<file path="src/rtl/reg_bank_8088_pkg.sv">
// reg_bank_8088_pkg: opcodes, FSM states and bank geometry shared by the register bank
package reg_bank_8088_pkg;
  localparam int NREG = 16;
  localparam int W = 16;
  localparam logic [2:0] OP_NOP  = 3'd0;
  localparam logic [2:0] OP_WRW  = 3'd1;
  localparam logic [2:0] OP_WRL  = 3'd2;
  localparam logic [2:0] OP_WRH  = 3'd3;
  localparam logic [2:0] OP_XCHG = 3'd4;
  localparam logic [2:0] OP_INC  = 3'd5;
  localparam logic [2:0] OP_DEC  = 3'd6;
  typedef enum logic {IDLE, XCHG2} state_t;
endpackage

</file>
<file path="src/rtl/reg_bank_8088_alu.sv">
// reg_bank_8088_alu: next-word generator feeding the single write port
module reg_bank_8088_alu
  import reg_bank_8088_pkg::*;
(
  input  logic [2:0]   op,
  input  logic [W-1:0] cur,
  input  logic [W-1:0] src_val,
  input  logic [W-1:0] din,
  output logic         we,
  output logic [W-1:0] nxt
);
  always_comb begin
    we  = op != OP_NOP && op != 3'd7;
    nxt = op == OP_WRW  ? din :
          op == OP_WRL  ? {cur[15:8], din[7:0]} :
          op == OP_WRH  ? {din[7:0], cur[7:0]} :
          op == OP_XCHG ? src_val :
          op == OP_INC  ? cur + 16'd1 :
          op == OP_DEC  ? cur - 16'd1 : cur;
  end
endmodule

</file>
<file path="src/rtl/reg_bank_8088.sv">
// reg_bank_8088: 16x16 register bank with byte writes, inc/dec and two-cycle exchange
module reg_bank_8088
  import reg_bank_8088_pkg::*;
#(
  parameter logic [15:0] RESET_VAL = 16'h0000
) (
  input  logic        clk,
  input  logic        rst,
  input  logic        op_valid,
  output logic        op_ready,
  input  logic [2:0]  op,
  input  logic [3:0]  dst,
  input  logic [3:0]  src,
  input  logic [15:0] din,
  output logic        done,
  output logic [15:0] r0,
  output logic [15:0] r1,
  output logic [15:0] r2,
  output logic [15:0] r3,
  output logic [15:0] r4,
  output logic [15:0] r5,
  output logic [15:0] r6,
  output logic [15:0] r7,
  output logic [15:0] r8,
  output logic [15:0] r9,
  output logic [15:0] r10,
  output logic [15:0] r11,
  output logic [15:0] r12,
  output logic [15:0] r13,
  output logic [15:0] r14,
  output logic [15:0] r15
);
  logic [W-1:0] r [NREG];
  logic [W-1:0] tmp, alu_out, wdata;
  logic [3:0] src_q, waddr;
  logic alu_we, accept, we;
  state_t state, state_nx;
  assign op_ready = state == IDLE && !rst;
  assign accept = op_valid && op_ready;
  reg_bank_8088_alu u_alu (
    .op(op),
    .cur(r[dst]),
    .src_val(r[src]),
    .din(din),
    .we(alu_we),
    .nxt(alu_out)
  );
  always_comb begin
    state_nx = accept && op == OP_XCHG ? XCHG2 : IDLE;
    we = state == XCHG2 || (accept && alu_we);
    waddr = state == XCHG2 ? src_q : dst;
    wdata = state == XCHG2 ? tmp : alu_out;
  end
  always_ff @(posedge clk) begin
    if (rst) begin
      state <= IDLE;
      tmp <= '0;
      src_q <= '0;
      done <= 1'b0;
      for (int i = 0; i < NREG; i++) r[i] <= RESET_VAL;
    end else begin
      state <= state_nx;
      done <= state == XCHG2 || (accept && op != OP_XCHG);
      if (accept && op == OP_XCHG) begin
        tmp <= r[dst];
        src_q <= src;
      end
      if (we) r[waddr] <= wdata;
    end
  end
  assign r0  = r[0];
  assign r1  = r[1];
  assign r2  = r[2];
  assign r3  = r[3];
  assign r4  = r[4];
  assign r5  = r[5];
  assign r6  = r[6];
  assign r7  = r[7];
  assign r8  = r[8];
  assign r9  = r[9];
  assign r10 = r[10];
  assign r11 = r[11];
  assign r12 = r[12];
  assign r13 = r[13];
  assign r14 = r[14];
  assign r15 = r[15];
endmodule

</file>
<file path="config.mk">
export PLATFORM = sky130hd
export DESIGN_NAME = reg_bank_8088
export DESIGN_NICKNAME = d
export VERILOG_FILES = /design/src/rtl/reg_bank_8088_pkg.sv /design/src/rtl/reg_bank_8088_alu.sv /design/src/rtl/reg_bank_8088.sv
export SDC_FILE = /design/constraint.sdc
export NUM_CORES = 1
export LEC_CHECK = 0
export CAP_MARGIN = 20
export CORE_AREA = 2 2 167 185
export CTS_CLUSTER_DIAMETER = 30
export DETAILED_ROUTE_END_ITERATION = 16
export DIE_AREA = 0 0 169 187
export PLACE_DENSITY = 0.93
export SETUP_SLACK_MARGIN = 0.1
export SLEW_MARGIN = 20
export SYNTH_ARGS = -nofsm -noshare
export SYNTH_HDL_FRONTEND = slang
export SYNTH_SLANG_ARGS = --single-unit
</file>
<file path="constraint.sdc">
create_clock -name clk -period 4.9 [get_ports clk]
set_input_delay 0.735 -clock clk [delete_from_list [all_inputs] [get_ports clk]]
set_output_delay 0.735 -clock clk [all_outputs]
set_load 0.05 [all_outputs]
</file>
==> flow_summary.yaml, run 1 <==
power_and_ir_drop:
  power_frac_clock_pct: 46.5
  vdd_drop_max_v: 0.000292
  switchingPower_uw: 2430
  power.leakage_uw: 0.00764
  comb_power_share_pct: 18.7
  p_sw_share_pct: 30.3
  p_int_uw: 5600
  pwr-share-seq_pct: 34.8
  power.density_nw_per_um2: 380
worst_setup_path:
  path_class: "input pin to register"
  critical_path_required_ns: 5.27
  ff2ff_path_depth: 12
  cp.arrival_ns: 4.99
  path_max_fanout: 16
  worst_setup_path_end_kind: "register"
  start_kind: "input pin"
yosys:
  synth_area_leaders: "edfxtp_1 49%, mux4_2 17%, nor2_1 5.5%"
  yosysWarnings: 0
  netlist_instances: 1205
  synth_nets: 1237
  synth_cell_types: 86
  synth_edf_count: 256
  synth_top_area_share_pct: 48.5
  synth_area_per_cell_um2: 13.1
  synth_top_area_cell: "edfxtp_1"
  synthArstFlopShare_pct: 0
  synth_top_flop_cell: "edfxtp_1"
  seq_area_frac_synth_pct: 51.3
  ys_ff_latch: 278
  syn_area_um2: 15800
global_route:
  antenna_found_initial: 7
  grt_max_degree: 39
  grt_pass1_wl_um: 97800
  grt-ovfl-total: 0
  grt_pass1_vias: 14300
  track_usage_pct: 42.8
min_path:
  hold_depth: 2
  hp-class: "register to register"
cells_and_area:
  nets: 1572
  final_util_pct: 70.5
  nFillCells: 1841
  final_common_cell: "clkdlybuf4s50_1"
  final_cell_mix: "283 x clkdlybuf4s50_1, 256 x edfxtp_1, 233 x nor2_1"
  syn2layout_area_growth_pct: 33.5
  final_cell_area_um2: 21100
  layout-drive-gt1-share_pct: 22.5
routing:
  ant_nets: 0
  dr.pass1.iters: 6
  drt-wirelength-per-cell_um: 35.7
  wirelength_um: 70100
  drc: 0
  vias: 14700
  first_iter_violations: 2919
  vias_per_cell: 7.50
timing:
  drv_slew: 0
  tightestPinTransition_ns: 1.04
  fin_skew_ns: 0.0274
  setup_viol: 0
  fin_setup_tns_ns: 0
  hold_slack_ns: 0.453
  rsz0062_at_grt: "no"
  period_share_pct: 94.3
  max_freq_mhz: 216
  fin_ws_ns: 0.280
  fin_crit_ns: 4.62
  hold_violations: 0
  max-slew-margin-rel_pct: 29.1
cts:
  clock-root-buffer: "clkbuf_16"
  tritoncts: "done"
  clk_pin_slew_ns: 0.06
  cts_sinks: 278
  cts_buffers: 51
  ctsHoldBuffers: 0
  post_cts_buffers: 0
  cts_resized: 0
  htreeDepth: 2
  clk_path_buf_depth: 3
  clock_latency_ns: 0.58
place:
  dp_hpwl_um: 45500
  place_congestion: 1.02
  io_buffer_count: 287
  dpl_cell_area_um2: 19300
  pre_cts_ws_ns: 0.197
flow_run:
  cap_viol_max_count: 0
floorplanning:
  coreArea_um2: 30000
  die_area_um2: 31600
  dieHeight_um: 187
  start_util_pct: 52.8
  die_w_um: 169
  num_rows: 67
  io_pins: 288
status:
  outcome: "complete, no violations"
cells in the mapped netlist, types with 3 or more instances:
master	instances
clkbuf_8	6
nand3_1	14
mux4_2	118
o211ai_1	3
and2_1	4
a21o_1	3
a21oi_1	45
buf_4	3
a31oi_1	3
a22oi_1	14
nand2b_1	19
xnor2_1	4
or3_1	5
a211oi_1	5
o31a_1	3
o22ai_1	3
o21ai_0	21
buf_6	9
inv_1	10
and2_2	4
buf_2	21
nor2_1	233
clkbuf_1	49
and4_1	3
mux4_1	21
nand4_1	5
a221oi_1	10
o21ai_1	8
buf_1	6
nor2_2	20
mux2i_1	22
edfxtp_1	256
and3b_1	16
a22o_1	7
a221oi_4	3
nor3_1	47
nor2b_1	8
nand2_1	78
a22oi_2	3
xor2_1	5
nand3b_1	4
buf_12	6
dfxtp_1	22
cell type report:
class	instances	area, um^2	area share [%]
diodes	5	12.5	0.0592
clock buffers	57	1300	6.14
clock inverters	35	495	2.34
inverters	13	48.8	0.231
multi-input cells	812	7010	33.2
flip-flops and latches	278	8130	38.4
well taps	379	474	2.24
repair buffers	384	3670	17.4
power groups by stage:
| stage | clock, uW | combinational (uW) | sequential (uW) |
|---|---|---|---|
| finish | 3740 | 1500 | 2800 |
| global route | 3810 | 1510 | 2790 |
| CTS | 3690 | 1440 | 2780 |
| detailed placement | 0 | 1420 | 2820 |
| global placement | 0 | 1390 | 2810 |
| floorplan | 0 | 616 | 3080 |
layer usage:
layer | share of wire [%] | up-vias | global-route usage [%]
met5 | 0.043 | - | 0
met4 | 9.6 | 6 | 27.6
met3 | 17 | 590 | 16.8
met2 | 44 | 1888 | 65.1
met1 | 30 | 6897 | 51.1
li1 | - | 5340 | -
kinds of logic after synthesis:
kind of cell | count (synthesis) | share of synthesized area [%]
simple gates | 475 | 14.0
flops | 278 | 51.3
mux | 165 | 22.0
compound gates | 161 | 7.60
buf+inv | 115 | 4.42
xor+xnor | 9 | 0.498
fa+ha+maj | 2 | 0.158
flip-flops by register name, indices dropped and copies added, names as in the netlist:
name / count
tmp: 16
r: 256
src_q: 4
state: 1
done: 1
critical path, cell delays in order:
cell             delay [ns]
clkdlybuf4s50_1        0.76
clkinv_1               0.61
a221oi_1               0.79
o21bai_1               0.29
a221oi_2               0.46
nand3_1                0.17
mux2_4                 0.32
a211oi_2               0.30
a211oi_4               0.11
buf_12                 0.18
nor2_1                 0.25
worst paths after layout:
kind	start	to	slack, ns
min	tmp[11]	tmp[11]	0.45
min reg2reg	tmp[11]	tmp[11]	0.45
max reg2reg	r[12][1]	r[11][10]	0.86
max	dst[3]	r[1][15]	0.28
stage by stage:
step / total power (uW) / cells
final: 8030 / 1963
after global placement: 4210 / 1866
after detailed placement: 4240 / 1866
after floorplan: 3700 / 1205
after CTS: 7910 / 1958
after global routing: 8120 / 1959
Power figures use the tool's default switching activity.
==> inputs of run 2 (changes only) <==
- ABC_AREA: default -> 0
==> results of run 2 <==
The final DEF is identical to that of run 1; final timing and power are the same.
